[config.mk]
export PLATFORM = sky130hd
export DESIGN_NAME = mul4_fitness_scorer
export DESIGN_NICKNAME = d
export VERILOG_FILES = /design/src/rtl/mul4_fitness_scorer.sv
export SDC_FILE = /design/constraint.sdc
export NUM_CORES = 1
export LEC_CHECK = 0
export ABC_AREA = 1
export BUFFER_PORTS_ARGS = -buffer_cell sky130_fd_sc_hd__buf_2
export CAP_MARGIN = 10
export CORE_UTILIZATION = 55
export DETAILED_ROUTE_END_ITERATION = 16
export PLACE_DENSITY_LB_ADDON = 0.3
export REMOVE_ABC_BUFFERS = 1
export SYNTH_ARGS = -nofsm -noshare
export SYNTH_HDL_FRONTEND = slang
export SYNTH_SLANG_ARGS = --single-unit
[constraint.sdc]
create_clock -name i_clk -period 10.37 [get_ports i_clk]
set_input_delay 0 -clock i_clk [delete_from_list [all_inputs] [get_ports i_clk]]
set_output_delay 0 -clock i_clk [all_outputs]
set_load 0.01 [all_outputs]
[src/rtl/mul4_fitness_scorer.sv]
// Scores one mul4 candidate per vector against a golden product from a sequential
// shift-add multiplier, accumulating matched-bit fitness over a run of NUM_VECTORS.
//
// state  | meaning
// S_IDLE | ready for a tuple (in_ready=1)
// S_MUL  | 2*WORD_W shift-add steps, then one cycle registering the compare results
// S_CMP  | last_valid pulse; choose between the next vector and run completion
// S_DONE | run complete; waits for clear
module mul4_fitness_scorer #(
  parameter int WORD_W      = 16,
  parameter int NUM_VECTORS = 64,
  parameter int SCORE_W     = 13,
  parameter int MATCH_W     = $clog2(4*WORD_W+1)
) (
  input  logic               i_clk,
  input  logic               i_rst_n,
  input  logic               i_clear,
  input  logic               i_in_valid,
  output logic               o_in_ready,
  input  logic [WORD_W-1:0]  i_a1,
  input  logic [WORD_W-1:0]  i_a0,
  input  logic [WORD_W-1:0]  i_b1,
  input  logic [WORD_W-1:0]  i_b0,
  input  logic [WORD_W-1:0]  i_y3,
  input  logic [WORD_W-1:0]  i_y2,
  input  logic [WORD_W-1:0]  i_y1,
  input  logic [WORD_W-1:0]  i_y0,
  output logic               o_last_valid,
  output logic [MATCH_W-1:0] o_last_match,
  output logic [SCORE_W-1:0] o_exact_cnt,
  output logic [SCORE_W-1:0] o_score,
  output logic [SCORE_W-1:0] o_vec_cnt,
  output logic               o_done
);

  localparam int OPD_W  = 2*WORD_W;
  localparam int PROD_W = 4*WORD_W;
  localparam int IDX_W  = $clog2(OPD_W+1);
  localparam logic [IDX_W-1:0] LAST_IDX = IDX_W'(OPD_W);

  typedef enum logic [1:0] {S_IDLE, S_MUL, S_CMP, S_DONE} state_t;

  state_t              r_state;
  state_t              w_next;
  logic                w_in_ready;
  logic                w_done;
  logic                w_accept;
  logic [PROD_W-1:0]   r_acc;
  logic [PROD_W-1:0]   r_a_sh;
  logic [OPD_W-1:0]    r_b_sh;
  logic [PROD_W-1:0]   r_y;
  logic [IDX_W-1:0]    r_bit_idx;
  logic                r_last_valid;
  logic [MATCH_W-1:0]  r_last_match;
  logic [SCORE_W-1:0]  r_exact_cnt;
  logic [SCORE_W-1:0]  r_score;
  logic [SCORE_W-1:0]  r_vec_cnt;
  logic [PROD_W-1:0]   w_same;
  logic [MATCH_W-1:0]  w_match;
  logic                w_exact;

  always_ff @(posedge i_clk or negedge i_rst_n) begin
    if (!i_rst_n) r_state <= S_IDLE;
    else          r_state <= w_next;
  end

  always_comb begin
    w_next     = r_state;
    w_in_ready = 1'b0;
    w_done     = 1'b0;
    case (r_state)
      S_IDLE: begin
        w_in_ready = 1'b1;
        if (i_in_valid) w_next = S_MUL;
      end
      S_MUL: begin
        if (r_bit_idx == LAST_IDX) w_next = S_CMP;
      end
      S_CMP: begin
        // vec_cnt already holds the incremented count here
        if (r_vec_cnt == SCORE_W'(NUM_VECTORS)) w_next = S_DONE;
        else                                    w_next = S_IDLE;
      end
      S_DONE: begin
        w_done = 1'b1;
      end
      default: w_next = S_IDLE;
    endcase
    if (i_clear) w_next = S_IDLE;
  end

  assign w_accept   = w_in_ready && i_in_valid && !i_clear;
  assign o_in_ready = w_in_ready && i_rst_n;
  assign o_done     = w_done;

  assign w_same  = ~(r_acc ^ r_y);
  assign w_exact = (r_acc == r_y);

  always_comb begin
    w_match = '0;
    for (int k = 0; k < PROD_W; k++) begin
      w_match = w_match + MATCH_W'(w_same[k]);
    end
  end

  always_ff @(posedge i_clk or negedge i_rst_n) begin
    if (!i_rst_n) begin
      r_acc        <= '0;
      r_a_sh       <= '0;
      r_b_sh       <= '0;
      r_y          <= '0;
      r_bit_idx    <= '0;
      r_last_valid <= 1'b0;
      r_last_match <= '0;
      r_exact_cnt  <= '0;
      r_score      <= '0;
      r_vec_cnt    <= '0;
    end else begin
      r_last_valid <= 1'b0;
      if (i_clear) begin
        r_acc        <= '0;
        r_bit_idx    <= '0;
        r_last_match <= '0;
        r_exact_cnt  <= '0;
        r_score      <= '0;
        r_vec_cnt    <= '0;
      end else if (w_accept) begin
        r_acc     <= '0;
        r_a_sh    <= {{OPD_W{1'b0}}, i_a1, i_a0};
        r_b_sh    <= {i_b1, i_b0};
        r_y       <= {i_y3, i_y2, i_y1, i_y0};
        r_bit_idx <= '0;
      end else if (r_state == S_MUL) begin
        if (r_bit_idx != LAST_IDX) begin
          if (r_b_sh[0]) r_acc <= r_acc + r_a_sh;
          r_a_sh    <= r_a_sh << 1;
          r_b_sh    <= r_b_sh >> 1;
          r_bit_idx <= r_bit_idx + IDX_W'(1);
        end else begin
          // product is final; commit this vector's result on entry to S_CMP
          r_last_valid <= 1'b1;
          r_last_match <= w_match;
          r_score      <= r_score + SCORE_W'(w_match);
          r_vec_cnt    <= r_vec_cnt + SCORE_W'(1);
          r_exact_cnt  <= r_exact_cnt + SCORE_W'(w_exact);
        end
      end
    end
  end

  assign o_last_valid = r_last_valid;
  assign o_last_match = r_last_match;
  assign o_exact_cnt  = r_exact_cnt;
  assign o_score      = r_score;
  assign o_vec_cnt    = r_vec_cnt;

endmodule
Yosys cells after proc, flatten, opt, wreduce, memory -nomap -nowiden
Index checks and enable logic that the tools add are counted.
Widths: inputs -> output; s select.
- register bits: 279
- latch bits: 0
- RAM bits: 0
- bits in read-only memories: 0
- input port bits: 132
- output and inout bits: 49
- word-level logic and storage cells: 153
- memories kept: 0
- add/sub/neg operators: 68
- multiply operators: 0
- divide/modulo/power cells: 0
- magnitude comparators: 0
- equal/unequal tests: 11
- shift operators: 0
- muxes and demuxes: 42
- bitwise gates (word level): 3
- reduce and logical (&&, ||, !) cells: 18
- operator list (cell ; number):
    $mux 64 ; 8
    $add 7x1->7 ; 57
    $mux 13 ; 12
    $mux 32 ; 3
    $add 64x64->64 ; 1
    $eq 64x64->1 ; 1
    $not 64->64 ; 1
    $xor 64x64->64 ; 1
    $mux 7 ; 4
    $mux 6 ; 4
    $add 13x1->13 ; 1
    $add 13x1->13 const B ; 1
    $add 13x7->13 ; 1
    $eq 13x7->1 const B ; 1
    $reduce_and 3->1 ; 4
    $reduce_bool 3->1 ; 3
    $mux 2 ; 4
    $add 6x1->7 ; 1
    $add 5x1->6 ; 1
    $add 6x1->6 const B ; 1
    $eq 6x6->1 const B ; 1
    $mux 1 ; 6
    $ne 3x3->1 const B ; 2
    $ne 6x6->1 const B ; 1
    15 further kinds ; 22

Depth between registers and ports, before layout
- depth in word-level cells: 70
- depth in mapped cells: 34
- depth with buffers taken out: 34

Worst setup path before layout
OpenSTA, ideal clock, no wires.
- path type: reg-to-reg
- start: reg r_acc[1]
- end: reg r_score[10], in the netlist o_score[10]
- arrival: 6.948 ns
- path slack: 3.344 ns
- stages on the path, launching flop included: 33
- buffers on the path: 0
- cells stage by stage: dfrtp_1 xnor2_1 fa_1 fa_1 inv_1 fa_1 fa_1 fa_1 fa_1 fa_1 fa_1 inv_1 ha_1 inv_1 fa_1 inv_1 nand2_1 nand2_1 a21oi_1 nor2_1 inv_1 nand2_1 a21oi_1 inv_1 ha_1 nand2_1 inv_1 nand3_1 o21ai_0 nand2_1 o21ai_1 nand2_1 a21oi_1
- word-level cells in the longest chain between the ends: 70
- ends and longest elaborated chain (what ; line ; text):
    start, declared ; 48 ; logic [PROD_W-1:0] r_acc;
    start signal, assigned ; 135 ; if (r_b_sh[0]) r_acc <= r_acc + r_a_sh;
    $xor 64x64->64 ; 96 ; assign w_same = ~(r_acc ^ r_y);
    $not 64->64 ; 96 ;
    $add 1x1->2 ; 102 ; w_match = w_match + MATCH_W'(w_same[k]);
    $add 2x1->3 ; 102 ;
    $add 3x1->4 ; 102 ;
    $add 4x1->5 ; 102 ;
    $add 5x1->6 ; 102 ;
    $add 6x1->7 ; 102 ;
    $add 7x1->7 (57 in a row) ; 102 ;
    $add 13x7->13 ; 143 ; r_score <= r_score + SCORE_W'(w_match);
    $mux 13 ; 134 ; if (r_bit_idx != LAST_IDX) begin
    $mux 13 ; 133 ; end else if (r_state == S_MUL) begin
    $mux 13 ; 127 ; end else if (w_accept) begin
    $mux 13 ; 120 ; if (i_clear) begin
    end signal, assigned ; 143 ;
    end, declared ; 56 ; logic [SCORE_W-1:0] r_score;
No other way between the ends. The select of a mux whose other input is x is not followed.
A chain may end at the register's enable or synchronous reset.

Worst setup path in the final report
- start: reg r_acc[53]
- end: reg r_score[10], in the netlist o_score[10]
- word-level cells in the longest chain between the ends: 18
- ends and longest elaborated chain (what ; line):
    $xor 64x64->64 ; 96
    $not 64->64 ; 96
    $add 7x1->7 (11 in a row) ; 102
    $add 13x7->13 ; 143
    $mux 13 ; 134
    $mux 13 ; 133
    $mux 13 ; 127
    $mux 13 ; 120
No other way between the ends. The select of a mux whose other input is x is not followed.

==> flow_summary.json <==
{
  "status": "finished clean",
  "numCtsBuffers": 31,
  "busiest_layer": "met2",
  "met2_usage": 0.5874,
  "critPathCapture": "o_score[10]$_DFFE_PN0P_",
  "synth_area_leaders": "dfrtp_1 (35%), nand2_1 (21%), inv_1 (9.0%), ha_1 (6.1%), fa_1 (5.7%)",
  "synthArstFlopShare": 1.000,
  "io_buffers": 180,
  "grt_pass1_wl_mm": 100.6,
  "gp_congestion": 1.036,
  "grt_use_met3": 0.04751,
  "syn_area_mm2": 0.01978,
  "cp_slowest_cell": "fa_1",
  "min_period_ns": 7.840,
  "rows": 69,
  "routedWlPerCell_um": 18.17,
  "start_util": 0.5574,
  "drtAntennaViolNets": 0,
  "insertion_delay_ns": 0.60,
  "cts_max_path_buffers": 3,
  "path_class": "register to register",
  "yosysWarnings": 0,
  "cp.arrival_ns": 8.36,
  "worst_slack_ns": 2.530,
  "synth_edf_count": 0,
  "slew-limit-headroom": 0.2446,
  "grt_max_degree": 162,
  "crit_buf_inv": 7,
  "antenna_found_initial": 4,
  "max_freq_mhz": 127.5,
  "cp-startpoint": "r_acc[53]$_DFFE_PN0P_",
  "min_period_over_period": 0.7560,
  "synth.distinct_cells": 46,
  "synth_area_per_cell_um2": 7.016,
  "drv_cap": 0,
  "place_ws_ns": 2.627,
  "crit_path_max_incr_delay_ns": 0.65,
  "rsz0062_at_grt": "false",
  "cts_root_buffer": "clkbuf_16",
  "fin_skew_ns": 0.01826,
  "grt_util_met1": 0.4888,
  "dr.pass1.iters": 5,
  "cpMostUsedCell": "fa_1",
  "cts.sinks": 279,
  "yosysSeqAreaShare": 0.3530,
  "finalMaxSlewViolations": 0,
  "fin_nets": 3391,
  "synth_top_area_cell": "dfrtp_1",
  "num_vias": 19160,
  "cts_tree": "built",
  "ff2ff_path_depth": 32,
  "r2r_setup_slack_ns": 2.53,
  "drc_errors": 0,
  "cp.depth": 32,
  "worst_slew_pin_slew_ns": 1.133,
  "cp_max_fo": 3,
  "drive_above_1_share": 0.08339,
  "required_ns": 10.89,
  "track_usage": 0.3590,
  "synthCells": 2819,
  "hpwl_mm": 48.74,
  "synth_top_area_share": 0.3530,
  "syn2layout_area_growth_pct": 18.31,
  "via_per_inst": 5.331,
  "layout_commonest_cell": "nand2_1",
  "grt_pass1_vias": 18360,
  "clkTransAtPathRegs_ns": 0.06,
  "r2r_end": "o_score[10]$_DFFE_PN0P_",
  "core_mm2": 0.03548,
  "initialDrtViolationCount": 1538,
  "io_pins": 181,
  "die_w_um": 191.6,
  "dieArea_mm2": 0.03672,
  "startpoint_type": "register",
  "final_cell_mix": "nand2_1 (1100), inv_1 (475), dfrtp_1 (279)",
  "h-tree-depth": 1,
  "cp_top_family": "adder cells",
  "rr_startpoint": "r_acc[53]$_DFFE_PN0P_",
  "fin_setup_tns_ns": 0,
  "hold_class": "input pin to asynchronous set/reset pin",
  "endpoint_kind": "register",
  "synth_seq_cells": 279,
  "setup_violations": 0,
  "final_hold_viol_count": 0,
  "synth-main-ff-cell": "dfrtp_1",
  "overflow": 0,
  "die_h_um": 191.6,
  "drt_wl_total_mm": 65.32
}
worst min path at each step:
stage,from,to,cells past startpoint
final,i_rst_n,o_last_match[2]$_DFFE_PN0P_,2
after detailed placement,i_rst_n,o_last_match[2]$_DFFE_PN0P_,1
after floorplan,i_rst_n,o_exact_cnt[0]$_DFFE_PN0P_,0
after global placement,i_rst_n,o_last_match[1]$_DFFE_PN0P_,1
after global routing,i_rst_n,o_last_match[0]$_DFFE_PN0P_,2
after CTS,i_rst_n,o_last_match[0]$_DFFE_PN0P_,2
routing by layer:
metal	vias up	wire length (µm)
li1	9302	-
met1	9034	28640
met2	703	30050
met3	118	4327
met4	2	2289
met5	-	13
synth_stat cells, types with 6 or more instances:
cell      instances
nand2_1        1101
inv_1           476
dfrtp_1         279
nand3_1         169
nor2_1          138
ha_1             97
a21oi_1          94
o21ai_0          77
fa_1             56
xnor2_1          51
xor2_1           36
nor3_1           33
clkbuf_1         30
o221ai_1         27
buf_2            23
o31ai_1          23
nand4_1          19
nor4_1           10
o21ai_1          10
buf_1             9
a22o_1            6
inv_2             6
kinds of logic (layout without fill, tap and decap cells):
| kind of cell | after synthesis | in the layout | synth area share |
|---|---|---|---|
| fa+ha+maj | 153 | 153 | 0.1180 |
| buf+inv | 549 | 860 | 0.1072 |
| compound gates | 256 | 256 | 0.07686 |
| simple gates | 1495 | 1495 | 0.3064 |
| flops | 279 | 279 | 0.3530 |
| other cells | 0 | 3 | 0 |
| xor+xnor | 87 | 87 | 0.03852 |
area by class of cell:
cell class | count | area (µm²)
fill | 3095 | 12080
multi-input combinational | 1991 | 10680
sequential | 279 | 6982
timing repair buffer | 321 | 2312
inverter | 482 | 1810
clock buffer | 46 | 882.1
tap | 461 | 576.8
clock inverter | 11 | 148.9
antenna | 3 | 7.507
state kept, by name, indices dropped and copies added (netlist names), 7 cells and up:
name and cells:
r_acc 64, r_b_sh 32, r_a_sh 64, o_score 13, r_y 64, o_last_match 7, o_vec_cnt 13, o_exact_cnt 13
timing repair:
item | CTS | global route
resized for setup | 0 | 0
setup buffers | 0 | 0
hold buffers | 132 | 0
endpoints found under the hold margin | 268 | 0
metrics by stage:
step           utilization  cell area (µm²)  hold slack (ns)  cells
6_report            0.6595            23400          0.03491   3594
5_1_grt             0.6594            23400           0.1355   3593
4_1_cts             0.6593            23390           0.1114   3591
3_5_place_dp        0.5930            21040           0.1336   3402
3_3_place_gp        0.5930            21040           0.1232   3402
2_1_floorplan            -            19470          -0.2956   2752
Power is left out: the tool's default activity adds up to more than one toggle a clock period on the data nets, which glitch-free logic cannot reach.
